==> config.mk <==
export PLATFORM = sky130hd
export DESIGN_NAME = adc_scan_sequencer
export DESIGN_NICKNAME = d
export VERILOG_FILES = /design/src/rtl/adc_scan_sequencer_pkg.sv /design/src/rtl/adc_scan_sequencer_avg_accum.sv /design/src/rtl/adc_scan_sequencer.sv
export SDC_FILE = /design/constraint.sdc
export NUM_CORES = 1
export LEC_CHECK = 0
export ABC_AREA = 1
export ABC_CLOCK_PERIOD_IN_PS = 8520
export CAP_MARGIN = 15
export CORE_MARGIN = 2
export CORE_UTILIZATION = 35
export DETAILED_ROUTE_END_ITERATION = 10
export SLEW_MARGIN = 20
export SYNTH_ARGS = -nofsm -noshare
export SYNTH_HDL_FRONTEND = slang
export SYNTH_HIERARCHICAL = 1
export SYNTH_SLANG_ARGS = --single-unit
==> constraint.sdc <==
create_clock -name clk -period 8.52 [get_ports clk]
set_input_delay 2.556 -clock clk [delete_from_list [all_inputs] [get_ports clk]]
set_output_delay 2.556 -clock clk [all_outputs]
set_load 0.02 [all_outputs]
==> src/rtl/adc_scan_sequencer_pkg.sv <==
// adc_scan_sequencer shared definitions:
// FSM encoding, ADC channel address width and packed-bus slice helper.
`ifndef ADC_SCAN_SEQUENCER_PKG_SV
`define ADC_SCAN_SEQUENCER_PKG_SV

`define ADC_CH_SLICE(i) [(i)*DATA_W +: DATA_W]

package adc_scan_sequencer_pkg;

  localparam int CH_ADDR_W = 4;

  localparam logic [2:0] ST_IDLE  = 3'd0;
  localparam logic [2:0] ST_SEEK  = 3'd1;
  localparam logic [2:0] ST_REQ   = 3'd2;
  localparam logic [2:0] ST_WAIT  = 3'd3;
  localparam logic [2:0] ST_STORE = 3'd4;

  typedef enum logic [2:0] {
    S_IDLE  = ST_IDLE,
    S_SEEK  = ST_SEEK,
    S_REQ   = ST_REQ,
    S_WAIT  = ST_WAIT,
    S_STORE = ST_STORE
  } state_t;

endpackage

`endif

==> src/rtl/adc_scan_sequencer_avg_accum.sv <==
// adc_avg_accum: sums 2^AVG_LOG2 samples; width DATA_W+AVG_LOG2
// so an all-ones burst averages back to all-ones.
module adc_avg_accum #(
  parameter int DATA_W   = 12,
  parameter int AVG_LOG2 = 2
) (
  input  logic              clk,
  input  logic              rst,
  input  logic              clr,
  input  logic              add,
  input  logic [DATA_W-1:0] din,
  output logic              last_o,
  output logic [DATA_W-1:0] avg_o
);

  localparam int ACC_W = DATA_W + AVG_LOG2;
  localparam int CNT_W = AVG_LOG2 + 1;
  localparam logic [CNT_W-1:0] LAST =
    CNT_W'((1 << AVG_LOG2) - 1);

  logic [ACC_W-1:0] acc_q;
  logic [CNT_W-1:0] cnt_q;

  always_ff @(posedge clk) begin
    if (rst || clr) begin
      acc_q <= '0;
      cnt_q <= '0;
    end else if (add) begin
      acc_q <= acc_q + ACC_W'(din);
      cnt_q <= cnt_q + 1'b1;
    end
  end

  // high while the next accepted sample completes the burst
  assign last_o = (cnt_q == LAST);
  assign avg_o  = acc_q[ACC_W-1:AVG_LOG2];

endmodule

==> src/rtl/adc_scan_sequencer.sv <==
// adc_scan_sequencer: walks enabled ADC channels, oversamples each,
// publishes averaged results with valid flags and a stall watchdog.
module adc_scan_sequencer
  import adc_scan_sequencer_pkg::*;
#(
  parameter int N_CH        = 4,
  parameter int DATA_W      = 12,
  parameter int AVG_LOG2    = 2,
  parameter int TIMEOUT_CYC = 200000
) (
  input  logic                     clk,
  input  logic                     rst,
  input  logic [N_CH-1:0]          ch_enable,
  input  logic                     continuous,
  input  logic                     start,
  output logic                     sample_req,
  output logic [CH_ADDR_W-1:0]     ch_addr,
  input  logic                     sample_valid,
  input  logic [DATA_W-1:0]        sample_data,
  output logic [N_CH*DATA_W-1:0]   ch_data,
  output logic [N_CH-1:0]          ch_valid,
  output logic                     scan_done,
  output logic                     busy,
  output logic                     timeout_err
);

  localparam int IDX_W = $clog2(N_CH + 1);
  localparam int WD_W  = $clog2(TIMEOUT_CYC + 1);
  localparam logic [IDX_W-1:0] IDX_END = IDX_W'(N_CH);
  localparam logic [WD_W-1:0]  WD_LAST = WD_W'(TIMEOUT_CYC - 1);

  state_t                  state_q;
  logic [N_CH-1:0]         mask_q;
  logic [IDX_W-1:0]        idx_q;
  logic [WD_W-1:0]         wd_q;
  logic [WD_W-1:0]         wd_d;
  logic                    sample_req_q;
  logic [CH_ADDR_W-1:0]    ch_addr_q;
  logic [N_CH*DATA_W-1:0]  ch_data_q;
  logic [N_CH-1:0]         ch_valid_q;
  logic                    scan_done_q;
  logic                    timeout_err_q;

  logic              acc_add;
  logic              acc_clr;
  logic              acc_last;
  logic              wd_expire;
  logic [DATA_W-1:0] acc_avg;

  assign wd_d      = wd_q + 1'b1;
  assign wd_expire = !sample_valid && (wd_d == WD_LAST);
  assign acc_add   = (state_q == S_WAIT) && sample_valid;
  assign acc_clr   = (state_q == S_STORE) ||
                     ((state_q == S_WAIT) && wd_expire);

  adc_avg_accum #(
    .DATA_W   (DATA_W),
    .AVG_LOG2 (AVG_LOG2)
  ) u_accum (
    .clk    (clk),
    .rst    (rst),
    .clr    (acc_clr),
    .add    (acc_add),
    .din    (sample_data),
    .last_o (acc_last),
    .avg_o  (acc_avg)
  );

  always_ff @(posedge clk) begin
    if (rst) begin
      state_q       <= S_IDLE;
      mask_q        <= '0;
      idx_q         <= '0;
      wd_q          <= '0;
      sample_req_q  <= 1'b0;
      ch_addr_q     <= '0;
      ch_data_q     <= '0;
      ch_valid_q    <= '0;
      scan_done_q   <= 1'b0;
      timeout_err_q <= 1'b0;
    end else begin
      sample_req_q <= 1'b0;
      scan_done_q  <= 1'b0;
      unique case (state_q)
        S_IDLE: begin
          if (start) begin
            timeout_err_q <= 1'b0;
            mask_q        <= ch_enable;
            idx_q         <= '0;
            if (ch_enable == '0) scan_done_q <= 1'b1;
            else state_q <= S_SEEK;
          end
        end
        S_SEEK: begin
          if (idx_q == IDX_END) begin
            scan_done_q <= 1'b1;
            if (continuous) begin
              mask_q <= ch_enable;
              idx_q  <= '0;
            end else begin
              state_q <= S_IDLE;
            end
          end else if (mask_q[idx_q]) begin
            ch_addr_q    <= CH_ADDR_W'(idx_q);
            sample_req_q <= 1'b1;
            state_q      <= S_REQ;
          end else begin
            idx_q <= idx_q + 1'b1;
          end
        end
        S_REQ: begin
          wd_q    <= '0;
          state_q <= S_WAIT;
        end
        S_WAIT: begin
          // a sample landing on the expiry cycle still counts
          if (sample_valid) begin
            if (acc_last) begin
              state_q <= S_STORE;
            end else begin
              sample_req_q <= 1'b1;
              state_q      <= S_REQ;
            end
          end else if (wd_expire) begin
            timeout_err_q <= 1'b1;
            state_q       <= S_IDLE;
          end else begin
            wd_q <= wd_d;
          end
        end
        S_STORE: begin
          ch_data_q `ADC_CH_SLICE(int'(idx_q)) <= acc_avg;
          ch_valid_q[idx_q] <= 1'b1;
          idx_q   <= idx_q + 1'b1;
          state_q <= S_SEEK;
        end
        default: state_q <= S_IDLE;
      endcase
    end
  end

  assign sample_req  = sample_req_q;
  assign ch_addr     = ch_addr_q;
  assign ch_data     = ch_data_q;
  assign ch_valid    = ch_valid_q;
  assign scan_done   = scan_done_q;
  assign busy        = (state_q != S_IDLE);
  assign timeout_err = timeout_err_q;

endmodule

# == After elaboration in Yosys (flattened, before gate mapping) ==
# Index checks and enable logic that the tools add are counted.
# op_classes
order_cmp,2
shifts,2
eq_ne,19
reduce_logical,20
add_sub_neg,5
n_mul,1
bitwise_logic,2
mux,39
# ops
cell,n
$bwmux W48,1
$shift A12 B33 Y48 const A,1
$shiftx A12 B33 Y48,1
$mux W18,2
$mux W3,12
$pmux W18 S2,1
$neg A7 Y33,1
$add A18 B1 Y18 const B,1
$eq A18 B18 Y1 const B,1
$ne A3 B3 Y1 const B,5
$pmux W3 S5,1
$add A14 B12 Y14,1
$ne A2 B2 Y1 const B,7
$mux W1,12
$mux W4,3
$reduce_and A4 Y1,3
$eq A3 B2 Y1 const B,3
$pmux W3 S3,1
$pmux W4 S2,1
$add A3 B1 Y3 const B,2
$eq A3 B3 Y1 const B,2
$pmux W1 S2,3
$reduce_and A3 Y1,2
$reduce_bool A2 Y1,3
15 further kinds,20
# word_totals
reg_bits,103
elab_cells,102

# == Longest topological paths before layout ==
# depth
word_depth,6
mapped_depth,21
depth_no_buf,19

# == Modules after synthesis ==
# The synthesis kept the hierarchy.
# by_module_without_submodules
mod,area_per_inst_um2,n_inst,seq_area_each_um2,cells_per_inst
adc_scan_sequencer,5388.9,1,1721.7,842
adc_avg_accum,1549.0,1,340.3,242

# == Worst setup path after synthesis ==
# Ideal clock, no wire load.
# synth_timing
path_kind,input to register
from,in sample_data[0]
to,reg u_accum.acc_q[8]
path_stages,12
setup_slack_ps,4648
required_time_ps,8411
setup_ps,109
t_arrival_ps,3763
n_path_buf,0
path_cell_list,ha_1 -> inv_1 -> fa_1 -> inv_1 -> nand3_1 -> nand2_4 -> nand2_2 -> nand2_2 -> xnor2_1 -> nand2_1 -> nand2_1 -> inv_1
# synth_between
elab_chain_len,1
# synth_lines
item,line_no,text
start: declaration,adc_scan_sequencer.sv:19,"input logic [DATA_W-1:0] sample_data,"
$add A14 B12 Y14,adc_scan_sequencer_avg_accum.sv:29,acc_q <= acc_q + ACC_W'(din);
end signal: assignment,adc_scan_sequencer_avg_accum.sv:29,
end: declaration,adc_scan_sequencer_avg_accum.sv:21,logic [ACC_W-1:0] acc_q;
# No other way between the ends.
# A chain may end at the register's enable or synchronous reset.

# == Worst setup path after layout ==
# layout_timing
from,reg state_q[1]
to,out busy
# layout_between
elab_chain_len,1
# layout_lines
item,line_no,text
start: declaration,adc_scan_sequencer.sv:32,state_t state_q;
start signal: assignment,adc_scan_sequencer.sv:71,state_q <= S_IDLE;
start signal: assignment,adc_scan_sequencer.sv:91,else state_q <= S_SEEK;
start signal: assignment,adc_scan_sequencer.sv:101,state_q <= S_IDLE;
$reduce_bool A3 Y1,adc_scan_sequencer.sv:147,assign busy = (state_q != S_IDLE);
end: declaration,adc_scan_sequencer.sv:23,"output logic busy,"
# No other way between the ends.

==> run_results.csv <==
group,metric,value,unit
global_routing,grt_pass1_vias,6354,
clock_tree,cts_hold_buf,0,
global_routing,grt_start_max_net_pins,66,
clock_tree,worstSkewPairLatency,0.36,ns
global_routing,overflow,0,
logic_synthesis,yosysMostFrequentCell,"nand2_1",
final_layout,register_area,2060,um^2
timing,worstMarginPinSlew,0.867,ns
routing,viasPerCell,4.86,
clock_tree,cts_sinks,103,
worst_setup_path,crit_fanout,4,
final_layout,nets,1177,
final_layout,multiInputGateArea,4060,um^2
logic_synthesis,synth.avg_cell_area,6.40,um^2
logic_synthesis,synth_top_area_cell,"dfxtp_1",
floorplanning,dieWidth,145,um
floorplanning,rows,51,
clock_tree,cts_resized,0,
logic_synthesis,synth_top_area_share,29.7,%
worst_setup_path,end_kind,"output pin",
worst_setup_path,crit_type,"register to output pin",
logic_synthesis,synth_nets,1131,
floorplanning,die_area,21000,um^2
placed_design,placed_area,7790,um^2
routing,dr_wl_met3,1.00,mm
logic_synthesis,async_flop_share,0,%
clock_tree,cts_buffers,9,
logic_synthesis,ys.warnings.count,6,
timing,post-route-min-period,4.31,ns
timing,rsz0062_at_grt,"false",
final_layout,fillCellCount,2120,
routing,wl_met2,9.02,mm
floorplanning,start_util,35.6,%
job,maxCapViolCount,0,
clock_tree,clk_pin_slew,0.07,ns
placed_design,gp_congestion,0.989,
timing,tns,0,ns
floorplanning,core_area,19500,um^2
routing,drt_first_pass_iters,5,
routing,vias,6807,
global_routing,antenna_found_initial,0,
logic_synthesis,syn_area,6940,um^2
routing,routed_wl,19.2,mm
final_layout,finalInstanceArea,8070,um^2
power_and_ir_drop,power_density,179,nW/um^2
clock_tree,cts_setup_buffers,0,
final_layout,drive_above_1_share,9.16,%
timing,setup_violations,0,
timing,finClkSkew,0.0115,ns
final_layout,stdcell_count,1400,
routing,drt_first_iter_violations,443,
routing,route.detailed.drc,0,
hold_path,hold_path_class,"register to register",
logic_synthesis,synthFlopType,"dfxtp_1",
timing,fmax,232,MHz
logic_synthesis,synthCells,1084,
worst_setup_path,cp.required,5.96,ns
placed_design,hpwl,14.6,mm
floorplanning,die_h,145,um
logic_synthesis,synth_area_leaders,"dfxtp_1 (30%), nand2_1 (14%), nor2_1 (9.5%), inv_1 (6.4%), nand3_1 (6.3%)",
logic_synthesis,synth-seq-cells,103,
timing,fin_crit_sh,50.6,%
run_status,outcome,"finished, final reports clean",
power_and_ir_drop,peakVddDrop,91.6,uV
timing,relSlewSlack,42.0,%
placed_design,port_buffers,79,
logic_synthesis,synth_seq_area_share,29.7,%
clock_tree,cts_tree,"built",
routing,top_layer_used,"met4",
logic_synthesis,synth_cell_types,50,
final_layout,n_antenna_cell,0,
placed_design,post-place-cells,1384,
global_routing,grt.total_usage,18.8,%
logic_synthesis,synth.top_cells.by_count,"nand2_1 (252), nor2_1 (176), inv_1 (118), dfxtp_1 (103), nand3_1 (88)",
clock_tree,cts_max_level,3,
power_and_ir_drop,cellLeakagePower,3.51,nW
final_layout,areaGrowthSynthToFinish,16.3,%
timing,hold_viol,0,
routing,post_drt_wl_per_cell,13.7,um
routing,ant_nets,0,
clock_tree,cts_buffer_depth,2,
global_routing,grt_pass1_wl,31.2,mm
worst_setup_path,cp.arrival,1.75,ns
timing,slew_viol_final,0,
worst_setup_path,startpoint_type,"register",
logic_synthesis,synth-edff-count,0,
routing,wl_met1,8.89,mm
clock_tree,cts-root-buf,"clkbuf_16",
floorplanning,pin_count,81,
[worst max-delay path: stages (launching register included)]
cell and delay (ns):
dfxtp_1 0.34, nor2_1 0.13, inv_2 0.08, nor2_1 0.23, inv_2 0.08, clkdlybuf4s50_1 0.55
[registers in the layout, summed over array words and instances, names as in the netlist]
signal         cells
ch_data           48
wd_q              18
u_accum/acc_q     14
ch_valid           4
mask_q             4
ch_addr            3
idx_q              3
state_q            3
u_accum/cnt_q      3
sample_req         1
scan_done          1
timeout_err        1
[final timing paths]
kind	startpoint	cells after the start	end	slack [ns]
max	state_q[1]	5	busy	4.21
max reg2reg	idx_q[0]	11	ch_data[34]	4.50
min reg2reg	ch_data[1]	2	ch_data[1]	0.45
min	ch_data[1]	2	ch_data[1]	0.45
[placed cells by master (no fill, tap or decap), types with 4 or more instances in the layout]
cell type	netlist	layout
inv_2	16	16
o21ai_1	5	5
nand2_2	22	23
nand4_1	19	19
nor2_1	176	175
nor2_2	8	9
nand2_1	252	251
clkbuf_16	0	9
o22ai_1	6	6
nor3_1	7	7
clkdlybuf4s50_1	0	79
ha_1	25	25
inv_1	118	117
a22oi_1	5	5
xnor2_1	4	4
a21oi_2	5	5
nand3_2	7	7
dfxtp_1	103	103
a21oi_1	68	68
nand2_4	5	5
o21ai_0	51	51
nor2_4	9	9
nand3_1	88	88
[report_power, final]
part           internal [W]  total (W)  switching, W
clock              0.000209   0.000404      0.000195
sequential         0.000506   0.000536     0.0000296
combinational      0.000135   0.000501      0.000365
[logic make-up (layout without fill, tap and decap cells)]
| group | count (synthesis) | count (layout) | synth area share, % |
|---|---|---|---|
| AND/OR/NAND/NOR | 605 | 605 | 39.7 |
| buffers and inverters | 185 | 236 | 11.9 |
| AO/OA/AOI/OAI | 156 | 156 | 12.7 |
| flip-flops | 103 | 103 | 29.7 |
| adder cells (fa/ha/maj) | 26 | 26 | 4.80 |
| XOR/XNOR | 8 | 8 | 1.12 |
| other | 1 | 1 | 0.0541 |
[area by class of cell]
cell class                      instances  share of cell area, %
Clock buffer                           11                   3.01
Tap cell                              265                   4.11
Sequential cell                       103                   25.6
Multi-Input combinational cell        796                   50.3
Clock inverter                          5                  0.481
Timing Repair Buffer                   82                   10.1
Inverter                              138                   6.48
[stage by stage]
step / utilization, % / power, W / worst slack [ns] / hold WS (ns)
2_1_floorplan: - / 0.000959 / 4.65 / 0.424
3_5_place_dp: 40.0 / 0.00104 / 4.04 / 0.441
5_1_grt: 41.5 / 0.00154 / 4.11 / 0.476
3_3_place_gp: 40.0 / 0.00104 / 4.07 / 0.441
4_1_cts: 41.5 / 0.00145 / 4.19 / 0.452
6_report: 41.5 / 0.00144 / 4.21 / 0.447
[per-layer routing]
metal	GRT usage, %	up-vias
met1	24.1	3078
met3	4.24	22
met2	32.1	168
met5	0	-
li1	-	3539
met4	4.55	0
(Power assumes the default switching activity.)
